$ cat config.mk
export PLATFORM = sky130hd
export DESIGN_NAME = positron_layer_frame_arbiter
export DESIGN_NICKNAME = d
export VERILOG_FILES = /design/src/rtl/positron_layer_frame_arbiter.sv
export SDC_FILE = /design/constraint.sdc
export NUM_CORES = 1
export LEC_CHECK = 0
export BUFFER_PORTS_ARGS = -buffer_cell sky130_fd_sc_hd__buf_2
export CAP_MARGIN = 10
export CELL_PAD_IN_SITES_DETAIL_PLACEMENT = 1
export CELL_PAD_IN_SITES_GLOBAL_PLACEMENT = 2
export CORE_ASPECT_RATIO = 0.8
export CORE_MARGIN = 2
export CORE_UTILIZATION = 26
export CTS_CLUSTER_DIAMETER = 100
export DETAILED_ROUTE_END_ITERATION = 6
export GPL_TIMING_DRIVEN = 0
export HOLD_SLACK_MARGIN = 0.12
export PLACE_DENSITY_LB_ADDON = 0.1
export SYNTH_ARGS = -nofsm -noshare
export SYNTH_HDL_FRONTEND = slang
export SYNTH_SLANG_ARGS = --single-unit
$ cat constraint.sdc
create_clock -name clk -period 2.7 [get_ports clk]
set_input_delay 0 -clock clk [delete_from_list [all_inputs] [get_ports clk]]
set_output_delay 0 -clock clk [all_outputs]
set_load 0.03 [all_outputs]
$ cat src/rtl/positron_layer_frame_arbiter.sv
// rtl/positron_layer_frame_arbiter.sv - frame-granular two-way arbiter in front of a positron layer
//
// Grants whole input frames from one of two posit streams to the layer, marks sow/eow,
// remembers the owner of each frame in a small ID FIFO and tags each result frame with it.
//
// Ports:
//   clk, rst_n                 clock, asynchronous active-low reset
//   s_rts_i/s_eow_i/s_posit_i  two upstream requesters (bit k / slice k); s_rtr_o accepts
//   m_rts_o/m_rtr_i            word handshake toward the layer, m_sow_o/m_eow_o frame marks
//   m_posit_o                  data toward the layer
//   l_rts_i/l_rtr_o            result handshake from the layer, l_eow_i/l_posit_i passed on
//   r_rts_o/r_rtr_i            tagged result handshake downstream
//   r_eow_o/r_posit_o          passthrough of l_eow_i/l_posit_i
//   r_id_o/r_last_o            owner of the current result frame, last word of that frame
//   err_o                      sticky: layer offered a result while no frame was in flight
module positron_layer_frame_arbiter #(
  parameter int NB_UPSTREAM_POSITRON = 784,
  parameter int NB_POSITRON          = 20,
  parameter int POSIT_WIDTH          = 16,
  parameter int ID_FIFO_DEPTH        = 4
) (
  input  logic                     clk,
  input  logic                     rst_n,
  input  logic [1:0]               s_rts_i,
  input  logic [1:0]               s_eow_i,
  input  logic [2*POSIT_WIDTH-1:0] s_posit_i,
  output logic [1:0]               s_rtr_o,
  output logic                     m_rts_o,
  input  logic                     m_rtr_i,
  output logic                     m_sow_o,
  output logic                     m_eow_o,
  output logic [POSIT_WIDTH-1:0]   m_posit_o,
  input  logic                     l_rts_i,
  input  logic                     l_eow_i,
  input  logic [POSIT_WIDTH-1:0]   l_posit_i,
  output logic                     l_rtr_o,
  output logic                     r_rts_o,
  input  logic                     r_rtr_i,
  output logic                     r_eow_o,
  output logic                     r_id_o,
  output logic                     r_last_o,
  output logic [POSIT_WIDTH-1:0]   r_posit_o,
  output logic                     err_o
);

  localparam int WC_W = (NB_UPSTREAM_POSITRON > 1) ? $clog2(NB_UPSTREAM_POSITRON) : 1;
  localparam int RC_W = (NB_POSITRON > 1) ? $clog2(NB_POSITRON) : 1;
  localparam int AW   = $clog2(ID_FIFO_DEPTH);
  localparam logic [WC_W-1:0] WC_LAST = WC_W'(NB_UPSTREAM_POSITRON - 1);
  localparam logic [RC_W-1:0] RC_LAST = RC_W'(NB_POSITRON - 1);
  localparam logic [AW:0]     FULL_CNT = (AW+1)'(ID_FIFO_DEPTH);

  typedef enum logic {IDLE, BUSY} state_t;

  state_t                   state;
  logic                     g;
  logic                     prio;
  logic [WC_W-1:0]          wc;
  logic [RC_W-1:0]          rc;
  logic [ID_FIFO_DEPTH-1:0] id_mem;
  logic [AW-1:0]            wr_ptr;
  logic [AW-1:0]            rd_ptr;
  logic [AW:0]              count;

  logic fifo_full, fifo_empty, busy, m_acc, grant, pick, r_acc, pop;

  assign fifo_full  = (count == FULL_CNT);
  assign fifo_empty = (count == '0);
  assign busy       = (state == BUSY);

  // Input side: zero-latency mux from the granted requester straight to the layer.
  assign m_rts_o   = busy & s_rts_i[g];
  assign m_posit_o = g ? s_posit_i[2*POSIT_WIDTH-1:POSIT_WIDTH] : s_posit_i[POSIT_WIDTH-1:0];
  assign s_rtr_o   = !busy ? 2'b00 : (g ? {m_rtr_i, 1'b0} : {1'b0, m_rtr_i});
  assign m_sow_o   = m_rts_o & (wc == '0);
  assign m_eow_o   = m_rts_o & ((wc == WC_LAST) | s_eow_i[g]);
  assign m_acc     = m_rts_o & m_rtr_i;

  // A new grant is only issued from IDLE, which yields the one-cycle bubble between frames.
  assign grant = !busy & (|s_rts_i) & !fifo_full;
  assign pick  = s_rts_i[prio] ? prio : ~prio;

  // Result side: nothing is accepted from the layer unless a frame owner is on record.
  assign r_rts_o   = l_rts_i & !fifo_empty;
  assign l_rtr_o   = r_rtr_i & !fifo_empty;
  assign r_id_o    = id_mem[rd_ptr];
  assign r_last_o  = (rc == RC_LAST);
  assign r_eow_o   = l_eow_i;
  assign r_posit_o = l_posit_i;
  assign r_acc     = r_rts_o & r_rtr_i;
  assign pop       = r_acc & r_last_o;

  always_ff @(posedge clk or negedge rst_n) begin
    if (!rst_n) begin
      state <= IDLE;
      g     <= 1'b0;
      prio  <= 1'b0;
      wc    <= '0;
    end else begin
      case (state)
        IDLE: begin
          if (grant) begin
            state <= BUSY;
            g     <= pick;
          end
        end
        BUSY: begin
          if (m_acc) begin
            if (m_eow_o) begin
              wc    <= '0;
              prio  <= ~g;
              state <= IDLE;
            end else begin
              wc <= wc + WC_W'(1);
            end
          end
        end
        default: state <= IDLE;
      endcase
    end
  end

  // Owner FIFO, result word counter and error flag.
  always_ff @(posedge clk or negedge rst_n) begin
    if (!rst_n) begin
      id_mem <= '0;
      wr_ptr <= '0;
      rd_ptr <= '0;
      count  <= '0;
      rc     <= '0;
      err_o  <= 1'b0;
    end else begin
      if (grant) begin
        id_mem[wr_ptr] <= pick;
        wr_ptr         <= wr_ptr + AW'(1);
      end
      if (pop) begin
        rd_ptr <= rd_ptr + AW'(1);
      end
      case ({grant, pop})
        2'b10:   count <= count + (AW+1)'(1);
        2'b01:   count <= count - (AW+1)'(1);
        default: count <= count;
      endcase
      if (r_acc) begin
        rc <= pop ? '0 : rc + RC_W'(1);
      end
      if (l_rts_i & fifo_empty) begin
        err_o <= 1'b1;
      end
    end
  end

endmodule

### Yosys cells after proc, flatten, opt, wreduce, memory -nomap -nowiden

Cells that the tools add are included.

| operators by class | value |
|---|---|
| bitwise gates (word level) | 15 |
| mux-type cells | 22 |
| $add $sub $neg | 6 |
| magnitude comparators | 5 |
| equality and inequality tests | 5 |
| reductions and logical operators | 11 |

Operator list:

| cell | count |
|---|---|
| $mux W16 | 1 |
| $mux W1 | 12 |
| $and A1 B1 Y1 | 11 |
| $add A10 B1 Y10 const B | 1 |
| $eq A10 B10 Y1 const B | 1 |
| $logic_not A10 Y1 | 1 |
| $mux W10 | 1 |
| $lt A2 B3 Y1 const B | 2 |
| $pmux W3 S2 | 1 |
| $add A5 B1 Y5 const B | 1 |
| $eq A5 B5 Y1 const B | 1 |
| $mux W5 | 1 |
| $add A2 B1 Y2 const B | 2 |
| $bwmux W4 | 1 |
| $lt A1 B2 Y1 const B | 2 |
| $mux W2 | 2 |
| $reduce_and A2 Y1 | 2 |
| $add A3 B1 Y3 const B | 1 |
| $eq A3 B3 Y1 const B | 1 |
| $logic_not A1 Y1 | 3 |
| $logic_not A3 Y1 | 1 |
| $not A1 Y1 | 3 |
| $reduce_and A3 Y1 | 1 |
| $sub A3 B1 Y3 const B | 1 |
| 10 further kinds | 10 |

| storage, ports and cells | value |
|---|---|
| register bits after elaboration | 30 |
| input bits | 58 |

### Depth between registers and ports, before layout

Gate-level depths: netlist of the first run.

| depth | value |
|---|---|
| depth in word-level cells | 7 |
| depth in mapped cells | 9 |

### Least setup slack after synthesis of the first run

Ideal clock, no wire load.

| timing | value |
|---|---|
| kind | register to register |
| from | register count[0] |
| to | register count[2] |
| data required time | 2.572 ns |
| arrival time | 1.863 ns |
| library setup time | 0.128 ns |
| path slack | 0.709 ns |
| stages on the path, launching flop included | 9 |
| path buffers | 0 |
| period minus slack after synthesis | 1.991 ns |
| cell sequence | dfrtp_1 -> o311ai_0 -> nor2_1 -> ha_1 -> inv_1 -> fa_1 -> xor2_1 -> nor2_1 -> xor2_1 |

| on the way | value |
|---|---|
| cells in the longest elaborated chain, start to end | 7 |

RTL lines:

| element | RTL line | text |
|---|---|---|
| from (decl) | 63 | `logic [AW:0] count;` |
| from (signal assigned) | 141 | `2'b10: count <= count + (AW+1)'(1);` |
| from (signal assigned) | 142 | `2'b01: count <= count - (AW+1)'(1);` |
| from (signal assigned) | 143 | `default: count <= count;` |
| $logic_not A3 Y1 | 68 | `assign fifo_empty = (count == '0);` |
| $logic_not A1 Y1 | 84 | `assign r_rts_o = l_rts_i & !fifo_empty;` |
| $and A1 B1 Y1 | 84 |  |
| $and A1 B1 Y1 | 90 | `assign r_acc = r_rts_o & r_rtr_i;` |
| $and A1 B1 Y1 | 91 | `assign pop = r_acc & r_last_o;` |
| $eq A2 B1 Y1 / $eq A2 B2 Y1 (equally long branches) | 140 | `case ({grant, pop})` |
| $pmux W3 S2 / $reduce_bool A2 Y1 (equally long branches) | - |  |

Several ways; a longest one is shown, not always the timed one.
A chain may end at the register's enable or synchronous reset.

### Worst setup path in the final report of the first run

| timing | value |
|---|---|
| from | register count[1] |
| to | register count[2] |

The elaborated chain is that of the path after synthesis.

==> results of run 1 <==
final cells by class:
class	instances	area (um2)
Buffer	21	142.6
Multi-Input combinational cell	134	1016
Tap cell	90	112.6
Inverter	11	41.29
Fill cell	869	4728
Clock inverter	2	12.51
Timing Repair Buffer	85	435.4
Sequential cell	30	750.7
Clock buffer	6	82.58
worst max-delay path, stage by stage, from the launching register on:
cell,delay [ns]
dfrtp_1,0.43
o311ai_0,0.73
nor2_1,0.22
ha_1,0.27
inv_1,0.07
fa_1,0.17
xor2_1,0.15
nor2_1,0.06
xor2_1,0.15
flip-flops by register name, indices dropped and copies added (netlist names):
register and cells:
busy 1, count 3, err_o 1, g 1, id_mem 4, prio 1, rc 5, rd_ptr 2
wc 10, wr_ptr 2
what timing repair did:
item	in CTS	in global routing
hold endpoints to repair	31	0
endpoints found under the setup margin	0	0
hold buffers	2	0
buffers inserted	0	0
metal layers:
metal,share of wire,vias to the layer above
met4,0.0086,0
li1,-,854
met2,0.46,44
met5,0,-
met1,0.48,820
met3,0.051,7
placed cells by master, fill, tap and decap left out, types with 6 or more instances in the layout:
master    instances
inv_1            11
nand2_1          22
nand3_1           8
xnor2_1           9
buf_4            17
dfrtp_1          30
mux2_2           22
nor2_1           13
nor4_1            6
ha_1              8
o21ai_0           9
clkbuf_8          6
buf_2            83
kinds of logic after synthesis:
| group | after synthesis |
|---|---|
| xor gates and xnor gates | 12 |
| AOI/OAI and AO/OA | 18 |
| and+or+nand+nor | 70 |
| muxes | 25 |
| DFF | 30 |
| buffers and inverters | 32 |
| adders and majority gates | 9 |
worst min-delay path by stage:
stage | start | endpoint | slack (ns) | depth (start not counted)
floorplan | rst_n | busy$_DFF_PN0_ | -0.30 | 0
global placement | rst_n | rc[4]$_DFFE_PN0P_ | 0.11 | 1
detailed placement | rst_n | wc[9]$_DFFE_PN0P_ | 0.11 | 1
CTS | r_rtr_i | rc[1]$_DFFE_PN0P_ | 0.14 | 4
global route | r_rtr_i | rc[1]$_DFFE_PN0P_ | 0.17 | 4
finish | r_rtr_i | rc[1]$_DFFE_PN0P_ | 0.15 | 4
power by group through the flow:
stage | logic, mW | clock network, mW | registers, mW
floorplan | 0.938 | 0 | 0.760
global placement | 1.25 | 0 | 0.797
detailed placement | 1.26 | 0 | 0.799
CTS | 1.27 | 0.408 | 0.792
global route | 1.38 | 0.425 | 0.823
finish | 1.24 | 0.386 | 0.788
through the flow:
stage	power (mW)	instance area (um2)	setup slack (ns)	hold WS (ns)
6_report	2.414	2594	0.3159	0.1455
5_1_grt	2.632	2594	0.03031	0.1680
4_1_cts	2.469	2594	0.2929	0.1427
3_5_place_dp	2.059	2479	0.3001	0.1115
3_3_place_gp	2.047	2479	0.3157	0.1122
2_1_floorplan	1.698	1951	0.7086	-0.2956
==> summary.md, run 1 <==
| Metric | Value |
|---|---|
| Synth Instances | 196 |
| Critical path capture point type | flop |
| # resized after CTS | 0 |
| Largest family of logic cells by synthesized area | simple AND/OR/NAND/NOR gates |
| Critical Path End | count[2]$_DFFE_PN0P_ |
| First-pass GRT wire length | 8.487 mm |
| Setup TNS | 0 ns |
| NetSw | 1.098 mW |
| Gate power share | 0.514 |
| Post-synth EDFFs | 0 |
| Peak supply drop | 0.0004159 V |
| CTS tree | done |
| Clock Skew | 0.009185 ns |
| Area grow syn2layout | 32.97% |
| HP Class | input port to flop |
| Placed Cells | 369 |
| Pwr/cell area | 930.8 nW/um2 |
| Sequential Power Share | 0.326 |
| Startpoint type of the worst setup path | flop |
| Proportion of synthesized area in mux cells | 0.1507 |
| Die W | 100.8 um |
| Largest area contributor in the netlist | dfrtp_1 |
| Power Internal | 1.316 mW |
| Fin crit period | 2.384 ns |
| CTS Buf Count | 5 |
| RSZ-0062 raised after global routing | no |
| Worst R2R Setup Slack | 0.32 ns |
| Period utilization | 0.8830 |
| Count of final hold-check violations | 0 |
| Initial antenna violation count | 0 |
| Nets | 355 |
| Ant diodes | 0 |
| Synth Area in XOR/XNOR | 0.05388 |
| Seq/Total Area, Yosys | 0.3849 |
| Busiest grt layer | met2 |
| Slew Limit Fails | 0 |
| Post-Syn Nets | 263 |
| Clock power frac | 0.160 |
| R2R Path End | count[2]$_DFFE_PN0P_ |
| CORE AREA | 7322 um2 |
| Asr flop ratio synth | 1.000 |
| WL per Instance | 14.09 um |
| Fin cells | 379 |
| GR Layer Usage met3 | 0.03319 |
| # clock sinks | 30 |
| Std cell rows | 28 |
| Die Y | 81.47 um |
| Net Sw Frac | 0.4549 |
| Input/output buffers | 83 |
| DRT Wirelength | 5.339 mm |
| H-Tree Depth | 2 |
| Synth top area share | 0.3849 |
| Crit path required time | 2.86 ns |
| All-Layer GR Usage | 0.1326 |
| Count leader, synth | dfrtp_1 |
| Starting Density | 0.2664 |
| Leak pwr | 1.251 nW |
| Vias in the first global route | 1770 |
| Post-layout util | 0.3542 |
| Slew HR | 0.4701 |
| DP Wirelength | 4.234 mm |
| Dominant cells by area after synthesis | dfrtp_1, mux2_2, buf_4 |
| Worst-margin pin slew | 0.7849 ns |
| Synthesized flop and latch total | 30 |
| Num ports | 101 |
| Largest net degree at the start of global routing | 31 |
| Post-Synth Simple-Gate Area | 0.1802 |
| Syn avg cell area | 9.952 um2 |
| Most used flip-flop cell after synthesis | dfrtp_1 |
| CP arrival | 2.54 ns |
| Setup-failing EPs final | 0 |
| Most common library cells after synthesis | dfrtp_1, mux2_2, nand2_1 |
| Clock transition at path regs | 0.07 ns |
| Status | complete, no violations |
| Layout cell share with drive strength beyond 1 | 0.4671 |
| Later-pin clock latency in the skew report | 0.28 ns |
| Synth cell types | 37 |
| Initial DRC Count | 36 |
| Met2 Resource Use GR | 0.2013 |
| CP startpoint | count[1]$_DFFE_PN0P_ |
| Root Buffer | clkbuf_8 |
| Synth warn | 0 |
| RR Startpoint | count[1]$_DFFE_PN0P_ |
| ANT nets after route | 0 |
| Fmax | 0.4194 GHz |
| Overflow after GRT | 0 |
| Met1 Usage GRT | 0.1871 |
| Vias per cell | 4.551 |
| Number of remaining DRC errors | 0 |
| Synth Area in Adders | 0.06158 |
| Mapped Area | 1951 um2 |
| GPL Wtd Cong | 0.7279 |
| Max clock buf depth | 2 |
| Initial DRT Pass Iterations | 2 |
| Kind of critical path | flop to flop |
| R2R cell count | 8 |
| CP max FO | 5 |
| Die ar. | 8215 um2 |
| Max cap viols | 0 |
| Complex-gate fraction of the synthesized area | 0.07441 |
| Via count | 1725 |
Power figures use the tool's default switching activity.
==> inputs of run 2 (changes only) <==
CORE_UTILIZATION = 23   (was 26)
clock period = 2.1 ns   (was 2.7 ns; I/O delays follow)
==> summary.md, run 2 (synthesized netlist as in run 1, its figures left out) <==
| Metric | Value |
|---|---|
| Status | complete, no violations |
| Commonest non-fill, non-tap cell in the layout | buf_2 |
| Critical path's top delay family | adder cells |
| Net Sw Frac | 0.4359 (-0.01901) |
| Final instance area | 2711 um2 (+4.5%) |
| Critical path capture point type | flop |
| Max incr delay on CP | 0.39 ns (-0.34 ns) |
| Num ports | 101 (unchanged) |
| Tot Pwr | 3.271 mW (+35%) |
| Max cap viols | 0 (unchanged) |
| Clock Skew | 0.006953 ns (-0.002232 ns) |
| Peak supply drop | 0.0005151 V (+24%) |
| ANT nets after route | 0 (unchanged) |
| First-pass GRT wire length | 8.707 mm (+2.6%) |
| Vias in the first global route | 1662 (-6.1%) |
| DP Wirelength | 4.360 mm (+3.0%) |
| RSZ-0062 raised after global routing | yes |
| Leak pwr | 1.292 nW (+3.3%) |
| Critical path buffers and inverters | 1 (unchanged) |
| Later-pin clock latency in the skew report | 0.28 ns (about the same) |
| All-Layer GR Usage | 0.1202 (-0.01237) |
| CP max-delay cell | dfrtp_1 |
| Largest regs | wc x10, rc x5, id_mem x4 |
| HP Class | input port to flop |
| Std cell rows | 30 (+7.1%) |
| Nets | 362 (+2.0%) |
| Kind of critical path | flop to flop |
| GPL Wtd Cong | 0.6643 (-8.7%) |
| Layout cell share with drive strength beyond 1 | 0.4949 (+0.02779) |
| Period utilization | 0.9512 (+0.06818) |
| Number of remaining DRC errors | 0 (unchanged) |
| Placed Area | 2506 um2 (+1.1%) |
| Die W | 107.0 um (+6.1%) |
| Hold WS | 0.1861 ns (+0.04053 ns) |
| Startpoint type of the worst setup path | flop |
| Setup-failing EPs final | 0 (unchanged) |
| Count of final hold-check violations | 0 (unchanged) |
| Slew Limit Fails | 0 (unchanged) |
| Max clock buf depth | 2 (unchanged) |
| Area grow syn2layout | 39.00% |
| CP max FO | 4 (-1) |
| Clock power frac | 0.186 (+0.026) |
| Initial antenna violation count | 0 (unchanged) |
| Gate power share | 0.500 (-0.014) |
| WL per Instance | 13.86 um (-1.6%) |
| Die Y | 86.37 um (+6.0%) |
| Fin crit period | 1.998 ns (-0.3866 ns) |
| Initial DRT Pass Iterations | 4 (+2) |
| Most frequent cells in the layout | buf_2, dfrtp_1, buf_4, mux2_2, nand2_1 |
| Fmax | 0.5006 GHz (+19%) |
| Largest Register | wc |
| NetSw | 1.426 mW (+30%) |
| # clock sinks | 30 (unchanged) |
| Initial DRC Count | 52 (+44%) |
| CP arrival | 2.21 ns (-0.33 ns) |
| Starting Density | 0.2330 (-0.03337) |
| CP cell instances | ha_2, nand4bb_1, nor2_2, ha_2, inv_2, fa_2, xor2_1, nor2_1, xor2_1 |
| H-Tree Depth | 2 (unchanged) |
| Post-Place Setup Slack | -0.2690 ns (-0.5691 ns) |
| Power Internal | 1.845 mW (+40%) |
| CTS Buf Count | 5 (unchanged) |
| Worst-margin pin slew | 0.7243 ns (-0.06058 ns) |
| Clock transition at path regs | 0.07 ns (about the same) |
| Vias per cell | 4.256 (-6.5%) |
| Sequential Power Share | 0.314 (-0.012) |
| DRT Wirelength | 5.642 mm (+5.7%) |
| Crit path required time | 2.31 ns (-0.55 ns) |
| Ant diodes | 0 (unchanged) |
| Input/output buffers | 83 (unchanged) |
| CTS tree | done |
| Slew HR | 0.5171 (+0.04703) |
| Overflow after GRT | 0 (unchanged) |
| Post-route setup slack | 0.1025 ns (-0.2134 ns) |
| Largest net degree at the start of global routing | 31 (unchanged) |
| CORE AREA | 8371 um2 (+14%) |
| Die ar. | 9238 um2 (+12%) |
| Pwr/cell area | 1206 nW/um2 (+30%) |
| Setup TNS | 0 ns (unchanged) |
| Root Buffer | clkbuf_8 |
| Max reg flops | 10 (unchanged) |
| Via count | 1732 (+0.41%) |
[run 2: path summary, 6_finish.rpt]
kind	slack, ns	cells past startpoint	startpoint	endpoint
max	0.10	9	rc[0]$_DFFE_PN0P_	count[2]$_DFFE_PN0P_
min	0.19	5	m_rtr_i	wc[9]$_DFFE_PN0P_
max reg2reg	0.10	9	rc[0]$_DFFE_PN0P_	count[2]$_DFFE_PN0P_
min reg2reg	0.46	1	err_o$_DFFE_PN0P_	err_o$_DFFE_PN0P_
max in group asynchronous	1.32	2	rst_n	id_mem[1]$_DFFE_PN0P_
min in group asynchronous	0.30	2	rst_n	wc[8]$_DFFE_PN0P_
[run 2: per-stage QoR]
stage / std cells / util
floorplan: 196 / -
global placement: 391 / 0.2994
detailed placement: 391 / 0.2994
CTS: 404 / 0.3203
global route: 407 / 0.3239
finish: 407 / 0.3239
[run 2: cell type report]
type	instances	area (um2)
inverter	11	41.29
tap	112	140.1
clock buffer	6	82.58
sequential	30	750.7
clock inverter	1	30.03
timing repair buffer	92	490.5
buffer	21	142.6
multi-input combinational	134	1033
fill	1011	5659
[run 2: tightest hold or removal path, delay by kind of cell]
family | cells | cell delay (ns)
XOR/XNOR | 1 | 0.12
buffers and inverters | 1 | 0.13
AND/OR/NAND/NOR | 3 | 0.19
[run 2: power by group through the flow]
stage / Sequential, mW / Combinational [mW] / Clock (mW)
after floorplan: 0.977 / 1.21 / 0
after detailed placement: 1.03 / 1.60 / 0
after CTS: 1.03 / 1.64 / 0.633
final: 1.03 / 1.64 / 0.609
after global routing: 1.07 / 1.81 / 0.657
after global placement: 1.03 / 1.60 / 0
[run 2: repair_timing]
item / CTS / global route
endpoints found under the setup margin: 2 / 2
pin swaps: 2 / 5
endpoints found under the hold margin: 33 / 0
hold buffers: 3 / 0
buffers inserted: 3 / 3
gates resized for setup: 3 / 4
[run 2: layer usage]
layer  up-vias  GRT usage  wire, um
li1        860          -         -
met5         -          0         0
met1       840     0.1732      2728
met3         5    0.02707       161
met4         0    0.03188        43
met2        27     0.1818      2708
